[src/rtl/fpg8_mem_pkg.sv]
// Shared types and sizing constants for the memory bus responder.
package fpg8_mem_pkg;

   typedef enum logic [2:0] {
      IDLE,
      RD_ISSUE,
      RD_WAIT,
      WR_ISSUE,
      DONE
   } mem_state_e;

   localparam int DATA_W_DEF = 16;
   localparam int ADDR_W_DEF = 12;
   localparam int CNT_W      = 3;

endpackage

[src/rtl/mem_bus_unit.sv]
// Responder for the control unit's memory strobes: owns MAR/MDR and sequences
// single-word accesses against a fixed-latency synchronous RAM.
module mem_bus_unit
   import fpg8_mem_pkg::*;
#(
   parameter int DATA_W   = DATA_W_DEF,
   parameter int ADDR_W   = ADDR_W_DEF,
   parameter int READ_LAT = 1
) (
   input  logic              clk,
   input  logic              reset,
   input  logic [DATA_W-1:0] bus_in,
   input  logic              MAR_in,
   input  logic              MDR_in,
   input  logic              MDR_out,
   input  logic              RAM_enable_read,
   input  logic              RAM_enable_write,
   output logic [DATA_W-1:0] bus_out,
   output logic              bus_out_en,
   output logic              mem_done,
   output logic              busy,
   output logic              proto_err,
   output logic [ADDR_W-1:0] ram_addr,
   output logic [DATA_W-1:0] ram_wdata,
   output logic              ram_re,
   output logic              ram_we,
   input  logic [DATA_W-1:0] ram_rdata
);

   mem_state_e        state_q, state_d;
   logic [ADDR_W-1:0] mar_q, mar_d;
   logic [DATA_W-1:0] mdr_q, mdr_d;
   logic [CNT_W-1:0]  cnt_q, cnt_d;
   logic              done_q, done_d;
   logic              re_q, re_d;
   logic              we_q, we_d;
   logic              err_q, err_d;

   always_comb begin
      state_d = state_q;
      mar_d   = mar_q;
      mdr_d   = mdr_q;
      cnt_d   = cnt_q;
      done_d  = 1'b0;
      re_d    = 1'b0;
      we_d    = 1'b0;
      err_d   = err_q;
      case (state_q)
         IDLE: begin
            // Loads land on the same edge as the request, so the access sees them.
            if (MAR_in) mar_d = bus_in[ADDR_W-1:0];
            if (MDR_in) mdr_d = bus_in;
            if (RAM_enable_read) begin
               state_d = RD_ISSUE;
               re_d    = 1'b1;
               if (RAM_enable_write) err_d = 1'b1;
            end else if (RAM_enable_write) begin
               state_d = WR_ISSUE;
               we_d    = 1'b1;
            end
         end
         RD_ISSUE: begin
            cnt_d   = CNT_W'(READ_LAT);
            state_d = RD_WAIT;
         end
         RD_WAIT: begin
            if (cnt_q == '0) begin
               mdr_d   = ram_rdata;
               state_d = DONE;
               done_d  = 1'b1;
            end else begin
               cnt_d = cnt_q - CNT_W'(1);
            end
         end
         WR_ISSUE: begin
            state_d = DONE;
            done_d  = 1'b1;
         end
         DONE:    state_d = IDLE;
         default: state_d = IDLE;
      endcase
      // Register loads during an access are dropped and flagged.
      if ((state_q != IDLE) && (MAR_in || MDR_in)) err_d = 1'b1;
   end

   always_ff @(posedge clk) begin
      if (reset) begin
         state_q <= IDLE;
         mar_q   <= '0;
         mdr_q   <= '0;
         cnt_q   <= '0;
         done_q  <= 1'b0;
         re_q    <= 1'b0;
         we_q    <= 1'b0;
         err_q   <= 1'b0;
      end else begin
         state_q <= state_d;
         mar_q   <= mar_d;
         mdr_q   <= mdr_d;
         cnt_q   <= cnt_d;
         done_q  <= done_d;
         re_q    <= re_d;
         we_q    <= we_d;
         err_q   <= err_d;
      end
   end

   assign bus_out    = MDR_out ? mdr_q : '0;
   assign bus_out_en = MDR_out;
   assign mem_done   = done_q;
   assign busy       = (state_q != IDLE);
   assign proto_err  = err_q;
   assign ram_addr   = mar_q;
   assign ram_wdata  = mdr_q;
   assign ram_re     = re_q;
   assign ram_we     = we_q;

endmodule

[config.mk]
export PLATFORM = sky130hd
export DESIGN_NAME = mem_bus_unit
export DESIGN_NICKNAME = d
export VERILOG_FILES = /design/src/rtl/fpg8_mem_pkg.sv /design/src/rtl/mem_bus_unit.sv
export SDC_FILE = /design/constraint.sdc
export NUM_CORES = 1
export LEC_CHECK = 0
export ABC_AREA = 1
export CAP_MARGIN = 0
export CORE_ASPECT_RATIO = 0.6
export CORE_MARGIN = 2
export CORE_UTILIZATION = 45
export DETAILED_ROUTE_END_ITERATION = 12
export PLACE_DENSITY = 0.95
export SYNTH_ARGS = -nofsm -noshare
export SYNTH_HDL_FRONTEND = slang
export SYNTH_SLANG_ARGS = --single-unit
[constraint.sdc]
create_clock -name clk -period 2.1 [get_ports clk]
set_input_delay 0.21 -clock clk [delete_from_list [all_inputs] [get_ports clk]]
set_output_delay 0.21 -clock clk [all_outputs]
set_load 0.02 [all_outputs]
== Word-level counts from Yosys, hierarchy flattened ==
Cells that the tools add are included.

* Add/subtract/negate cells: 1
* Reductions and logical operators: 17
* Bitwise logic cells: 1
* Muxes and demuxes: 18
* Equality and inequality tests: 7

{| class="wikitable"
|+ Operator list
! operator !! count
|-
| two-way mux 16 bit || 3
|-
| one-hot mux 16 bit (2 select lines) || 1
|-
| two-way mux 3 bit || 4
|-
| one-hot mux 3 bit (4 select lines) || 1
|-
| nonzero test 2 bit || 5
|-
| two-way mux 1 bit || 7
|-
| == test 3 x 2 -> 1 bit (second input constant) || 2
|-
| zero test 3 bit || 2
|-
| inequality test 2 bit (second input constant) || 3
|-
| one-hot mux 3 bit (2 select lines) || 1
|-
| AND reduction 2 bit || 3
|-
| AND reduction 3 bit || 2
|-
| == test 3 x 1 -> 1 bit (second input constant) || 1
|-
| inequality test 3 bit (second input constant) || 1
|-
| nonzero test 3 bit || 1
|-
| OR reduction 3 bit || 1
|-
| subtractor 3 x 1 -> 3 bit (second input constant) || 1
|-
| one-hot mux 1 bit (2 select lines) || 1
|-
| OR reduction 2 bit || 1
|-
| logical AND 1 bit || 1
|-
| logical OR 1 bit || 1
|-
| NOT 1 bit || 1
|}

* Bits of input ports: 39
* Word-level logic and storage cells: 52
* Register bits after elaboration: 38

== Logic depth before layout (Yosys ltp) ==
Gate-level depths: netlist of run 1.

* Depth after elaboration: 4
* Gate-level depth with buffers: 9
* Depth with buffers taken out: 9

== Worst setup path after synthesis of run 1 ==
OpenSTA, ideal clock, no wires.

* Kind: reg2reg
* Start: register cnt_q[0]
* End: register mdr_q[10] (netlist: ram_wdata[10])
* Cell stages (with the launch flop): 10
* Buffers on the path: 1
* Clock period less this slack: 1415 ps
* Slack: 685 ps
* Arrival time: 1351 ps
* Library setup time: 64 ps
* Path through: dfxtp_1 -> inv_1 -> ha_1 -> ha_1 -> inv_1 -> nand3_2 -> nand2_2 -> buf_6 -> nor2_1 -> nor2_1

* Longest elaborated chain between the ends: 3

{| class="wikitable"
|+ RTL lines
! element !! RTL line !! text
|-
| from (decl) || mem_bus_unit.sv:33 || <nowiki>logic [CNT_W-1:0] cnt_q, cnt_d;</nowiki>
|-
| from (signal assigned) || mem_bus_unit.sv:100 || <nowiki>cnt_q <= cnt_d;</nowiki>
|-
| zero test 3 bit || mem_bus_unit.sv:67 || <nowiki>if (cnt_q == '0) begin</nowiki>
|-
| inequality test 2 bit (no line) || n/a ||
|-
| AND reduction 3 bit (no line) || n/a ||
|-
| to (signal assigned) || mem_bus_unit.sv:99 || <nowiki>mdr_q <= mdr_d;</nowiki>
|-
| to (decl) || mem_bus_unit.sv:32 || <nowiki>logic [DATA_W-1:0] mdr_q, mdr_d;</nowiki>
|}

Every way passes these cells.
A chain may end at the register's enable or synchronous reset.

== Worst setup path in the final report of run 1 ==
* Start: register state_q[0]
* End: output port busy

* Longest elaborated chain between the ends: 1

{| class="wikitable"
|+ RTL lines
! element !! RTL line !! text
|-
| from (decl) || mem_bus_unit.sv:30 || <nowiki>mem_state_e state_q, state_d;</nowiki>
|-
| from (signal assigned) || mem_bus_unit.sv:97 || <nowiki>state_q <= state_d;</nowiki>
|-
| nonzero test 3 bit || mem_bus_unit.sv:111 || <nowiki>assign busy = (state_q != IDLE);</nowiki>
|-
| to (decl) || mem_bus_unit.sv:21 || <nowiki>output logic busy,</nowiki>
|}

Every way passes these cells.

==> results of run 1 <==
stage by stage:
stage	cell area (sq um)	cells
6_report	2945	439
5_1_grt	2945	439
2_1_floorplan	1953	296
3_3_place_gp	2854	431
3_5_place_dp	2854	431
4_1_cts	2945	439
layout by cell type, fill, tap and decap left out, drive strengths merged:
cell           Yosys  routed
nand2             92      92
clkdlybuf4s50      0      88
nor2              43      43
dfxtp             38      38
inv               29      29
nand3             25      25
nand3b            17      17
a21oi             13      13
nand4             12      12
clkbuf             8       7
buf               11       6
o21ai              3       3
nor3               2       2
ha                 2       2
nor4               1       1
clkinv             0       1
flip-flops by register name (all words and copies together), names as in the netlist:
| signal | cells |
|---|---|
| ram_wdata | 16 |
| ram_addr | 12 |
| cnt_q | 3 |
| state_q | 3 |
| mem_done | 1 |
| proto_err | 1 |
| ram_re | 1 |
| ram_we | 1 |
report_power, final:
| group | internal, W | switching [W] |
|---|---|---|
| registers | 0.000989 | 0.000185 |
| clock network | 0.000265 | 0.000256 |
| logic | 0.00105 | 0.00148 |
| total | 0.00230 | 0.00192 |
final timing paths:
check                          endpoint  cells past startpoint  slack [ps]
max reg2reg  ram_wdata[15]$_SDFFE_PP0P_                      8         390
max                                busy                      3         280
min            ram_addr[0]$_SDFFE_PP0P_                      2         460
min reg2reg    ram_addr[0]$_SDFFE_PP0P_                      2         460
cells by family (layout without fill, tap and decap cells):
group           after synthesis  after routing
simple gates                192            192
buf+inv                      48            131
flops                        38             38
compound gates               16             16
fa+ha+maj                     2              2
critical path: stages, from the launching register on:
cell,delay (ps)
sky130_fd_sc_hd__dfxtp_1,430
sky130_fd_sc_hd__nor2_4,50
sky130_fd_sc_hd__nand2_1,180
sky130_fd_sc_hd__clkdlybuf4s50_1,660
routing by layer:
| metal | up-vias | routed length, microns |
|---|---|---|
| met2 | 117 | 2650 |
| met3 | 12 | 536 |
| met4 | 0 | 85 |
| met1 | 1027 | 2529 |
| li1 | 1099 | - |
| met5 | - | 0 |
layout make-up:
| cell class | count | area [sq um] |
|---|---|---|
| fillers | 380 | 1199 |
| multi-input cells | 210 | 983.4 |
| repair buffers | 94 | 925.9 |
| flip-flops and latches | 38 | 760.7 |
| inverters | 29 | 108.9 |
| clock buffers | 7 | 86.33 |
| well taps | 60 | 75.07 |
| clock inverters | 1 | 5.005 |
==> metrics.md, run 1 <==
| Metric | Value |
|---|---|
| Run status | completed |
| Mux share of post-synthesis cell area | 0% |
| Number of distinct standard cells referenced by the synthesized netlist | 21 |
| Tmin final | approximately 1800 ps |
| Total global routing overflow | 0 |
| Post-layout total power | 0.004222 W |
| Combined area of all synthesized cells | 1953 sq um |
| Core area | a little over 4000 sq um |
| Largest family of logic cells by synthesized area | simple AND/OR/NAND/NOR gates |
| Residual DRC count | 0 |
| Critical path capture point type | output pin |
| Synthesized instance count | just under 300 |
| LEAKAGE | between 1 and 1.5 nW |
| Num rows | 18 |
| Type of origin of the critical path | flop |
| Hold WC Path Type | reg2reg |
| Ranking of synthesized cells by area | sky130_fd_sc_hd__dfxtp_1, sky130_fd_sc_hd__nand2_1, sky130_fd_sc_hd__nor2_1, sky130_fd_sc_hd__nand3b_1, sky130_fd_sc_hd__nand3_1 |
| I/O pin count | between 80 and 90 |
| Warnings from Yosys | 0 |
| Data required time at the worst endpoint | about 1900 ps |
| FF+latch count, synth | 38 |
| Actual transition at the worst max-transition pin | 659.9 ps |
| Number of global-route vias before repair | between 2000 and 2500 |
| Worst EP arrival | 1610 ps |
| Worst-case setup margin in the final layout | 282.6 ps |
| Synth Net Count | 337 |
| Number of H-tree levels | 2 |
| Clock tree root buffer cell | sky130_fd_sc_hd__clkbuf_8 |
| Setup repair after global routing missed its margin | false |
| Synthesized-area fraction occupied by and/or/nand/nor cells | roughly 45% |
| Number of buffers on the longest clock path | 2 |
| Ys async rst share | 0% |
| Most frequently used cell type in the post-synthesis netlist | sky130_fd_sc_hd__nand2_1 |
| Mapped Avg Cell Area | 6.598 sq um |
| Pin count of the biggest net entering global routing | 36 |
| Synthesized-area fraction occupied by adder cells | 1.281% |
| Sequential-to-total area share from yosys stat | 38.95% |
| Area share of the largest cell type after synthesis | 38.95% |
| Most used routing layer in global routing | met2 |
| Startpoint of the lowest-slack register-to-register path | cnt_q[0]$_SDFFE_PP0P_ |
| Count of pins over their slew limit | 0 |
| HPWL after detailed placement | between 4000 and 5000 microns |
| First-pass iteration count of the detailed router | 5 |
| Max frequency | approximately 0.55 GHz |
| Final #Nets | 419 |
| Setup violation total in the final timing report | 0 |
| Number of buffers created by CTS | 5 |
| Via count | 2255 |
| Vias per inst | 5.137 |
| CTS-repair resized insts | 0 |
| CTS tree | done |
| Worst-case clock skew | roughly 8.4 ps |
| First element of the critical path | state_q[0]$_SDFFE_PP0P_ |
| Final-report hold violation count | 0 |
| VDD IR-drop max | 0.9264 mV |
| Total inserted antenna cells | 0 |
| Fin Setup TNS | 0 ps |
| Wire length per cell | 13.22 microns |
| Dominant synthesized flop cell | sky130_fd_sc_hd__dfxtp_1 |
| Detailed router's first-iteration violation count | 198 |
| Library cell occupying the most area in the post-synthesis netlist | sky130_fd_sc_hd__dfxtp_1 |
| Critical-path maximum fanout | 6 |
| Startpoint of the lowest-slack hold path | ram_addr[0]$_SDFFE_PP0P_ |
| Number of clock sinks seen by CTS | 38 |
| Final worst hold slack | 462.6 ps |
| Vert. Die Dim | 55.03 microns |
| M3 GR Usage | 5.638% |
| Count of flip-flops with a built-in enable after synthesis | 0 |
| Global-route wire length before repair | 8963 microns |
| Synth cell count leaders | sky130_fd_sc_hd__nand2_1, sky130_fd_sc_hd__nor2_1, sky130_fd_sc_hd__dfxtp_1, sky130_fd_sc_hd__inv_1, sky130_fd_sc_hd__nand3_1 |
| Final worst-path cycle share | 86.54% |
| Max-cap violations | 0 |
| Post-cts hold buffer count | 0 |
| DIE WIDTH | 89.05 microns |
| Number of post-CTS setup repair buffers | 0 |
| Clock insertion delay at the later pin of the skew report | 300 ps |
| Relative slew slack | 55.96% |
| Routability-driven placement congestion ratio | 0.8080 |
| Growth of design area from synthesis to finish | 50.80% |
| Register clock-pin slew on the reported worst setup and hold paths | 70 ps |
| Global routing usage on met1 | roughly a third |
| Utilization after layout | 71.07% |
| Combined global-route utilization of all metal layers | 24.23% |
| Worst setup path class | reg2out |
| Compound-gate portion of the synthesized area | under 10% |
| Initial standard-cell utilization of the core | 47.13% |
| Post-route ant nets | 0 |
| Worst slack, placed | 269.7 ps |
| Pwr Density | 1434 nW/um^2 |
| Antenna violations before repair | 0 |
| Fraction of layout instances using a drive strength above 1 | 5.277% |
| Met2 demand-to-capacity share in global routing | 39.93% |
| Detailed Route WL | between 5000 and 6000 microns |
| Synth Area in XOR/XNOR | 0% |
| Die outline area | 4900 sq um |
| Count of port buffers added during placement | a little under 90 |
No activity file was read; power rests on OpenSTA's default activity.
==> inputs of run 2 (changes only) <==
Settings changed: CAP_MARGIN 0 to 10.
==> results of run 2 <==
The final DEF is identical to that of run 1; final timing and power are the same.
